<file path="config.mk">
export PLATFORM = sky130hd
export DESIGN_NAME = stack_controller
export DESIGN_NICKNAME = d
export VERILOG_FILES = /design/src/rtl/stack_controller_pkg.sv /design/src/rtl/stack_controller.sv
export SDC_FILE = /design/constraint.sdc
export NUM_CORES = 1
export LEC_CHECK = 0
export ABC_CLOCK_PERIOD_IN_PS = 2400
export BUFFER_PORTS_ARGS = -buffer_cell sky130_fd_sc_hd__clkbuf_2
export CAP_MARGIN = 15
export CORE_ASPECT_RATIO = 0.5
export CORE_MARGIN = 10
export CORE_UTILIZATION = 47
export DETAILED_ROUTE_END_ITERATION = 8
export PLACE_DENSITY = 0.79
export SLEW_MARGIN = 10
export SYNTH_ARGS = -nofsm -noshare
export SYNTH_HDL_FRONTEND = slang
export SYNTH_SLANG_ARGS = --single-unit
</file>
<file path="constraint.sdc">
create_clock -name clk -period 2.4 [get_ports clk]
set_clock_uncertainty 0.15 [all_clocks]
set_input_delay 0.24 -clock clk [delete_from_list [all_inputs] [get_ports clk]]
set_output_delay 0.24 -clock clk [all_outputs]
set_load 0.05 [all_outputs]
</file>
<file path="src/rtl/stack_controller_pkg.sv">
// stack_controller_pkg: shared state encoding and default sizes for the operand stack controller.
package stack_controller_pkg;
    typedef enum logic {ST_IDLE, ST_REFILL} state_t;
    localparam int DATA_W      = 8;
    localparam int STACK_DEPTH = 16;
endpackage

</file>
<file path="src/rtl/stack_controller.sv">
// stack_controller: operand stack with TOS in a register and deeper entries spilled to an external sync RAM.
// Pops that need a refill take a second cycle in ST_REFILL while the RAM read returns.
module stack_controller
    import stack_controller_pkg::*;
#(
    parameter int DATA_W = stack_controller_pkg::DATA_W,
    parameter int DEPTH  = STACK_DEPTH,
    parameter int ADDR_W = 4
) (
    input  logic              clk,
    input  logic              rst_n,
    input  logic              push,
    input  logic              pop,
    input  logic [DATA_W-1:0] din,
    output logic [DATA_W-1:0] tos,
    output logic              ready,
    output logic [ADDR_W:0]   count,
    output logic              empty,
    output logic              full,
    output logic              overflow,
    output logic              underflow,
    input  logic              clr_err,
    output logic [ADDR_W-1:0] mem_addr,
    output logic              mem_we,
    output logic [DATA_W-1:0] mem_wdata,
    input  logic [DATA_W-1:0] mem_rdata
);
    localparam logic [ADDR_W:0] FULL_CNT = DEPTH[ADDR_W:0];

    state_t            state_q, state_d;
    logic [ADDR_W:0]   count_q, count_d;
    logic [DATA_W-1:0] tos_q, tos_d;
    logic              ovf_q, ovf_d, unf_q, unf_d;
    logic [ADDR_W:0]   cnt_m1;
    logic [ADDR_W-1:0] sp;

    assign cnt_m1 = count_q - 1'b1;
    assign sp     = empty ? '0 : cnt_m1[ADDR_W-1:0];
    assign ready  = state_q == ST_IDLE;
    assign empty  = count_q == '0;
    assign full   = count_q == FULL_CNT;
    assign count  = count_q;
    assign tos    = tos_q;
    assign overflow  = ovf_q;
    assign underflow = unf_q;

    always_comb begin
        state_d   = state_q;
        count_d   = count_q;
        tos_d     = tos_q;
        ovf_d     = ovf_q;
        unf_d     = unf_q;
        mem_we    = 1'b0;
        mem_addr  = sp;
        mem_wdata = tos_q;
        if (state_q == ST_REFILL) begin
            tos_d   = mem_rdata;
            state_d = ST_IDLE;
        end else if (push) begin
            // push+pop on a non-empty stack simply replaces TOS
            if (pop && !empty) begin
                tos_d = din;
            end else if (full) begin
                ovf_d = 1'b1;
            end else begin
                mem_we  = !empty;
                tos_d   = din;
                count_d = count_q + 1'b1;
            end
        end else if (pop) begin
            if (empty) begin
                unf_d = 1'b1;
            end else if (count_q == 1) begin
                count_d = '0;
                tos_d   = '0;
            end else begin
                mem_addr = sp - 1'b1;
                count_d  = cnt_m1;
                state_d  = ST_REFILL;
            end
        end
        if (clr_err) begin
            ovf_d = 1'b0;
            unf_d = 1'b0;
        end
    end

    always_ff @(posedge clk) begin
        if (!rst_n) begin
            state_q <= ST_IDLE;
            count_q <= '0;
            tos_q   <= '0;
            ovf_q   <= 1'b0;
            unf_q   <= 1'b0;
        end else begin
            state_q <= state_d;
            count_q <= count_d;
            tos_q   <= tos_d;
            ovf_q   <= ovf_d;
            unf_q   <= unf_d;
        end
    end
endmodule

</file>
After elaboration in Yosys (flattened, before gate mapping)
Index checks and enable logic that the tools add are counted.
{"block": "op_classes", "n_eq_ne": 7, "bitwise": 5, "n_addsub": 3, "reduce_logical": 12, "n_mux": 24}
{"op": "2-to-1 mux 8 bit", "count": 7}
{"op": "2-to-1 mux 5 bit", "count": 6}
{"op": "2-to-1 mux 4 bit", "count": 6}
{"op": "AND reduction 4 bit", "count": 3}
{"op": "inequality test 2 bit (second input constant)", "count": 3}
{"op": "nonzero test 3 bit", "count": 2}
{"op": "adder 5 x 1 -> 5 bit (second input constant)", "count": 1}
{"op": "equality test 5 x 1 -> 1 bit (second input constant)", "count": 1}
{"op": "equality test 5 bit (second input constant)", "count": 1}
{"op": "zero test 5 bit", "count": 1}
{"op": "2-to-1 mux 1 bit", "count": 5}
{"op": "inverter 1 bit", "count": 5}
{"op": "AND reduction 5 bit", "count": 1}
{"op": "OR reduction 5 bit", "count": 1}
{"op": "subtractor 5 x 1 -> 5 bit (second input constant)", "count": 1}
{"op": "inequality test 4 x 2 -> 1 bit (second input constant)", "count": 1}
{"op": "subtractor 4 x 1 -> 4 bit (second input constant)", "count": 1}
{"op": "inequality test 3 x 2 -> 1 bit (second input constant)", "count": 1}
{"op": "nonzero test 2 bit", "count": 1}
{"op": "OR reduction 2 bit", "count": 1}
{"op": "logical AND 1 bit", "count": 1}
{"op": "zero test 1 bit", "count": 1}
{"block": "totals", "in_bits": 21, "out_inout_bits": 31, "regBits": 16, "wordCells": 56}

Logic depth before layout (Yosys ltp)
Gate-level depths: netlist of run 1.
{"block": "depth", "word_depth": 8, "mapped_depth": 8, "mapped_depth_nobuf": 8}

Least setup slack after synthesis of run 1
No wires, ideal clock.
{"block": "synth_timing", "path_kind": "register to output", "start": "register count_q[0] (netlist: count[0])", "end": "output mem_addr[1]", "t_required_ns": 2.010, "setup_slack_ns": -1.029, "arrival_time_ns": 3.039, "path_buffers": 0, "stages_incl_launch_ff": 8, "path_cell_list": "dfxtp_1 > inv_1 > ha_1 > nor4b_4 > or2_2 > ha_1 > mux2_2 > nor2_1"}
{"block": "synth_between", "elab_chain_len": 8, "word_cells_on_any_way": 10, "classes_between": "2 x add/sub; 1 x eq/ne; 6 x mux; 1 x reduce/logical"}
{"element": "from (decl)", "line": "stack_controller.sv:31", "rtl": "logic [ADDR_W:0] count_q, count_d;"}
{"element": "from (signal assigned)", "line": "stack_controller.sv:97", "rtl": "count_q <= count_d;"}
{"element": "zero test 5 bit (*)", "line": "stack_controller.sv:40", "rtl": "assign empty = count_q == '0;"}
{"element": "net empty", "line": "stack_controller.sv:18", "rtl": "output logic empty,"}
{"element": "2-to-1 mux 4 bit", "line": "stack_controller.sv:38", "rtl": "assign sp = empty ? '0 : cnt_m1[ADDR_W-1:0];"}
{"element": "subtractor 4 x 1 -> 4 bit", "line": "stack_controller.sv:77", "rtl": "mem_addr = sp - 1'b1;"}
{"element": "2-to-1 mux 4 bit", "line": "stack_controller.sv:73", "rtl": "end else if (count_q == 1) begin"}
{"element": "2-to-1 mux 4 bit", "line": "stack_controller.sv:71", "rtl": "if (empty) begin"}
{"element": "2-to-1 mux 4 bit", "line": "stack_controller.sv:70", "rtl": "end else if (pop) begin"}
{"element": "2-to-1 mux 4 bit", "line": "stack_controller.sv:59", "rtl": "end else if (push) begin"}
{"element": "2-to-1 mux 4 bit (*)", "line": "stack_controller.sv:56", "rtl": "if (state_q == ST_REFILL) begin"}
{"element": "to (decl)", "line": "stack_controller.sv:23", "rtl": "output logic [ADDR_W-1:0] mem_addr,"}
Mark *: on every way through the listed nets, which the timed path passes. The rest lies on a longest branch.

Final worst setup path of run 1
{"block": "layout_timing", "start": "register count_q[0] (netlist: count[0])", "end": "output mem_addr[1]"}
{"block": "layout_between", "elab_chain_len": 8, "word_cells_on_any_way": 10, "classes_between": "2 x add/sub; 1 x eq/ne; 6 x mux; 1 x reduce/logical"}
{"element": "subtractor 5 x 1 -> 5 bit / zero test 5 bit (equally long branches)", "line": "stack_controller.sv:37, stack_controller.sv:40"}
{"element": "2-to-1 mux 4 bit", "line": "stack_controller.sv:38"}
{"element": "subtractor 4 x 1 -> 4 bit", "line": "stack_controller.sv:77"}
{"element": "2-to-1 mux 4 bit", "line": "stack_controller.sv:73"}
{"element": "2-to-1 mux 4 bit", "line": "stack_controller.sv:71"}
{"element": "2-to-1 mux 4 bit", "line": "stack_controller.sv:70"}
{"element": "2-to-1 mux 4 bit", "line": "stack_controller.sv:59"}
{"element": "2-to-1 mux 4 bit (*)", "line": "stack_controller.sv:56"}
Every way passes the cells marked *; elsewhere a longest branch is shown, timed or not.

==> impl_metrics.yaml, run 1 <==
synthesis:
  synthesis.area_um2: 1240
  ys_seq_elements: 16
  ys_types: 45
  synth.area.top_cells: "dfxtp_1 (26%), o31ai_1 (5.5%), ha_1 (5.1%)"
  synth_nets: 172
  synth_top_area_share_pct: 25.9
  synth_seq_area_share_pct: 25.9
  async_flop_share_pct: 0
  synthCells: 146
  synthFlopType: "dfxtp_1"
  yosys_warnings: 0
  syn-mean-instance-area_um2: 8.48
  yosysTopAreaCell: "dfxtp_1"
  synth-edff-count: 0
cells_and_area:
  nNetsFinal: 227
  multiInputGateArea_um2: 827
  drive_gt1_share_pct: 52.0
  mostFrequentLayoutCells: "clkbuf_2 (48), buf_4 (16), dfxtp_1 (11)"
  areaGrowthSynthToFinish_pct: 40.0
  regArea_um2: 334
  final_common_cell: "clkbuf_2"
  final_cells: 237
  postLayoutCoreUtil_pct: 67.9
  n_antenna_cell: 0
  fillCellCount: 216
global_routing:
  grt_pass1_wl_um: 6090
  grt_max_degree: 21
  antenna_found_initial: 0
  grt_util_all_layers_pct: 14.0
  grt_overflow: 0
  grt_pass1_vias: 1243
hold_path:
  hp-class: "input port to flip-flop"
clock_network:
  cts_tree: "built"
  cts_hold_buf: 0
  cts.sink_count: 16
  clock_latency_ns: 0.26
  numCtsBuffers: 3
  cts_root_buf: "clkbuf_8"
  path_clk_slew_ns: 0.07
  cts_buffer_depth: 2
  htree_levels: 1
setup_path:
  reg2reg_to: "mem_wdata[6]$_SDFFE_PN0P_"
  cp.arrival_ns: 2.08
  reg2regPathDepth: 9
  r2r_start: "count[0]$_SDFFE_PN0P_"
  endpoint: "mem_addr[1]"
  path_class: "flip-flop to output port"
  cp_max_fo: 3
  crit_start: "count[0]$_SDFFE_PN0P_"
  r2r_setup_slack_ns: 0.24
  cp.required_ns: 2.01
  cp-start-kind: "flip-flop"
  end_kind: "output port"
place:
  place_inst: 230
  numPortBuffers: 51
  dpl.hpwl_um: 2800
  place_congestion: 0.777
status:
  violations: "setup timing"
  status: "finished, violations left"
routing:
  via_count: 1253
  vias_per_cell: 5.29
  routedWlPerCell_um: 15.3
  routed_wl_um: 3620
  drt_iter0_drc: 104
  ant_nets: 0
  drtPass1Iterations: 4
  remaining_drc_errors: 0
timing:
  period_share_pct: 103
  tightest_slew_ns: 0.459
  fin_crit_ns: 2.47
  slew_headroom_pct: 69.3
  final-hold-violation-count: 0
  rsz0062_at_grt: "yes"
  clock.fmax_mhz: 404
  setup_viol: 2
  maxSlewViolCount: 0
  worst_slack_ns: -0.0736
floorplanning:
  start_util_pct: 48.5
  ios: 52
  fp.dieW_um: 92.6
  dieArea_um2: 5210
  fp-row-count: 13
  die_height_um: 56.3
  core_um2: 2550
run:
  cap_violations: 0
timing repair:
item                                    4_1_cts  5_1_grt
resized for setup                             9        6
hold endpoints to repair                      0        0
endpoints found under the setup margin        3        4
gates cloned                                  0        0
buffers inserted                              2        2
pin swaps                                     4        2
state kept, by name, indices dropped and copies added, names as in the netlist:
signal	count
state_q	1
count	5
overflow	1
underflow	1
mem_wdata	8
worst min-delay path by stage:
stage	start	to	slack (ns)	cells after the start
floorplan	clr_err	overflow$_SDFFE_PP0P_	0.28	2
global placement	underflow$_SDFFE_PP0P_	underflow$_SDFFE_PP0P_	0.30	2
detailed placement	underflow$_SDFFE_PP0P_	underflow$_SDFFE_PP0P_	0.32	2
CTS	clr_err	underflow$_SDFFE_PP0P_	0.10	3
global route	clr_err	underflow$_SDFFE_PP0P_	0.11	3
finish	clr_err	underflow$_SDFFE_PP0P_	0.10	3
cell usage after synthesis, types with 2 or more instances:
| master | count |
|---|---|
| nand3b_1 | 2 |
| o22ai_1 | 3 |
| buf_6 | 3 |
| o21ai_0 | 6 |
| a21oi_2 | 7 |
| nand3_1 | 3 |
| o31ai_1 | 9 |
| nor3_1 | 3 |
| nand2b_1 | 3 |
| a22oi_1 | 7 |
| nor3b_1 | 3 |
| buf_4 | 8 |
| mux2i_1 | 2 |
| a21oi_1 | 7 |
| ha_1 | 5 |
| nand2_1 | 7 |
| or3b_2 | 2 |
| inv_1 | 7 |
| clkbuf_1 | 6 |
| xnor2_1 | 5 |
| nor2_1 | 7 |
| or3_1 | 2 |
| dfxtp_1 | 16 |
| nand4_1 | 2 |
through the flow:
step / hold WS [ns] / TNS, ns / worst slack, ns / cell area [µm²]
after global routing: 0.114 / -0.253 / -0.124 / 1730
after global placement: 0.298 / 0 / 0.0267 / 1600
after floorplan: 0.278 / -2.67 / -0.515 / 1310
after detailed placement: 0.318 / -0.160 / -0.0822 / 1600
after CTS: 0.102 / -0.178 / -0.0958 / 1700
final: 0.102 / -0.0773 / -0.0736 / 1730
critical path: stages (launching register included):
cell and delay [ns]:
dfxtp_4 0.37, clkinv_4 0.06, ha_4 0.16, buf_6 0.11
nor4b_4 0.12, or2_4 0.26, ha_4 0.23, mux2_4 0.27
nor2_4 0.10, buf_12 0.14
metal layers:
layer | GRT usage [%] | up-vias | wire length (µm)
met1 | 16.8 | 582 | 1710
met3 | 3.71 | 2 | 192
met4 | 3.93 | 0 | 26
met5 | 0 | - | 0
met2 | 23.9 | 38 | 1700
li1 | - | 631 | -
layout make-up:
cell class | instances | area share [%]
flip-flops and latches | 16 | 19.3
repair buffers | 69 | 25.2
clock buffers | 4 | 3.18
multi-input cells | 104 | 47.7
inverters | 7 | 1.95
well taps | 37 | 2.67
cell families (layout without fill, tap and decap cells):
| family | Yosys count | count (layout) | share of synthesized area, % |
|---|---|---|---|
| XOR/XNOR | 5 | 5 | 3.54 |
| multiplexers | 3 | 3 | 2.53 |
| AO/OA/AOI/OAI | 46 | 46 | 26.5 |
| flip-flops | 16 | 16 | 25.9 |
| adder cells (fa/ha/maj) | 5 | 5 | 5.06 |
| buffers and inverters | 26 | 80 | 13.5 |
| AND/OR/NAND/NOR | 45 | 45 | 23.0 |
Power of run 1 is not shown: default switching activity piles up to over one toggle a cycle in this logic, so the estimate is an artifact.
==> run 2, diff against run 1 <==
ABC_AREA = 1   (was unset)
CORE_UTILIZATION = 48   (was 47)
PLACE_DENSITY = 0.8   (was 0.79)
==> run 2 against run 1 <==
Against the previous run: flip-flop and latch count unchanged; area after synthesis increased by 2.5%; critical path type unchanged; the run now ends clean; non-clock buffer count decreased by 10; via count increased by 8.9%; highest routed layer unchanged; core utilization decreased by 2.2 points; hold slack got worse by 0.016 ns.
==> impl_metrics.yaml, run 2 <==
synthesis:
  yosysMostFrequentCell: "nand2_1"
  synth_seq_area_share_pct: 25.2
  async_flop_share_pct: 0
  synth_top_cells_by_count: "nand2_1 (36), nor2_1 (22), nand3_1 (17)"
  yosysTopAreaCell: "dfxtp_1"
  synthesis.area_um2: 1270
  synth_top_area_share_pct: 25.2
  ys_seq_elements: 16
  ys_types: 31
  synth_nets: 207
  syn-mean-instance-area_um2: 7.01
  synthCells: 181
  synthFlopType: "dfxtp_1"
  yosys_warnings: 0
  synth.area.top_cells: "dfxtp_1 (25%), nand2_1 (11%), nand3_1 (6.7%)"
  synth-edff-count: 0
place:
  pre_cts_slack_ns: 0.0856
  dpl.hpwl_um: 2880
  place_congestion: 0.876
  numPortBuffers: 51
  place_inst: 263
hold_path:
  hp-class: "input port to flip-flop"
setup_path:
  cp.arrival_ns: 1.96
  end_kind: "output port"
  cp.required_ns: 2.01
  cp-start-kind: "flip-flop"
  r2r_setup_slack_ns: 0.65
  path_class: "flip-flop to output port"
  cp_max_fo: 5
floorplanning:
  start_util_pct: 49.7
  die_height_um: 56.4
  fp-row-count: 13
  dieArea_um2: 5220
  ios: 52
  fp.dieW_um: 92.7
  core_um2: 2550
global_routing:
  antenna_found_initial: 0
  grt_max_degree: 16
  grt_util_all_layers_pct: 14.6
  grt_pass1_wl_um: 6290
  grt_overflow: 0
  grt_pass1_vias: 1293
cells_and_area:
  areaGrowthSynthToFinish_pct: 32.2
  n_antenna_cell: 0
  largest_reg_flops: 8
  mostFrequentLayoutCells: "clkbuf_2 (49), nand2_1 (35), nor2_1 (21)"
  final_cells: 269
  final_common_cell: "clkbuf_2"
  postLayoutCoreUtil_pct: 65.7
  nNetsFinal: 259
  drive_gt1_share_pct: 47.4
pwr:
  vdd_drop_max_v: 0.000749
  p_per_area_nw_per_um2: 1700
  leakagePower_nw: 0.842
clock_network:
  cts_buffer_depth: 2
  clock_latency_ns: 0.27
  cts.sink_count: 16
  cts_root_buf: "clkbuf_8"
  numCtsBuffers: 3
  cts_tree: "built"
  htree_levels: 1
  path_clk_slew_ns: 0.07
  cts_hold_buf: 0
status:
  status: "complete, no violations"
routing:
  routed_wl_um: 4000
  drtPass1Iterations: 4
  ant_nets: 0
  via_count: 1364
  vias_per_cell: 5.07
  drt_iter0_drc: 66
  remaining_drc_errors: 0
  dr.max_layer_used: "met4"
  routedWlPerCell_um: 14.9
  met1Wirelength_um: 1600
  wl_met2_um: 1930
  met3WireLength_um: 401
timing:
  clock.fmax_mhz: 426
  setup_viol: 0
  setup_tns_ns: 0
  slew_headroom_pct: 78.3
  worst_slack_ns: 0.0516
  final-hold-violation-count: 0
  tightest_slew_ns: 0.325
  fin_crit_ns: 2.35
  period_share_pct: 97.9
  hold_ws_ns: 0.0863
  maxSlewViolCount: 0
run:
  cap_violations: 0
[run 2: cell types whose count changed after synthesis, moves of 5 or more]
cell	delta
a21oi_2	-7
nand2_1	+29
nor2_1	+15
inv_2	+10
clkbuf_1	-5
o31ai_1	-9
nand3_1	+14
nor2_2	+10
[run 2: path summary, 6_finish.rpt]
check                                            from                   endpoint  cells after the start
worst max register to register  count[1]$_SDFFE_PN0P_  mem_wdata[6]$_SDFFE_PN0P_                     10
worst max-delay path            count[1]$_SDFFE_PN0P_                mem_addr[1]                      9
worst min register to register  overflow$_SDFFE_PP0P_      overflow$_SDFFE_PP0P_                      2
worst min-delay path                          clr_err     underflow$_SDFFE_PP0P_                      4
[run 2: cell type report]
cell class	count	area, µm²
Sequential cell	16	332
Inverter	16	62.6
Timing Repair Buffer	59	335
Clock buffer	4	55.1
Tap cell	37	46.3
Multi-Input combinational cell	137	846
Fill cell	212	877
[run 2: kinds of logic after synthesis]
family	share of synthesized area, %
and+or+nand+nor	42.8
buffers and inverters	11.9
AOI/OAI and AO/OA	13.0
DFF	25.2
adders and majority gates	4.93
xor gates and xnor gates	2.07
[run 2: per-stage QoR]
step           power [mW]  instance area [µm²]
2_1_floorplan        1.97                 1300
3_3_place_gp         2.31                 1550
3_5_place_dp         2.36                 1550
4_1_cts              2.74                 1650
5_1_grt              3.01                 1680
6_report             2.86                 1680
[run 2: worst max-delay path, stage by stage, from the launching register on]
cell and delay, ns:
dfxtp_4 0.35, inv_2 0.05, ha_4 0.17, nand3_4 0.09
inv_4 0.05, or2_4 0.25, ha_4 0.24, nor3_1 0.16
o21bai_2 0.15, buf_8 0.16
[run 2: routing by layer]
metal / up-vias / track usage [%]
met5: - / 0
met4: 0 / 5.02
met3: 7 / 6.36
met2: 54 / 25.2
met1: 613 / 15.6
li1: 690 / -
[run 2: what timing repair did]
| action | in CTS | in global routing |
|---|---|---|
| endpoints found under the setup margin | 2 | 2 |
| pin swaps | 1 | 1 |
| resized for setup | 7 | 5 |
| setup buffers | 1 | 1 |
[run 2: where the power goes]
part / internal (mW) / switching [mW]
Clock: 0.146 / 0.111
Combinational: 0.700 / 1.47
Sequential: 0.347 / 0.0857
(Power assumes the default switching activity.)
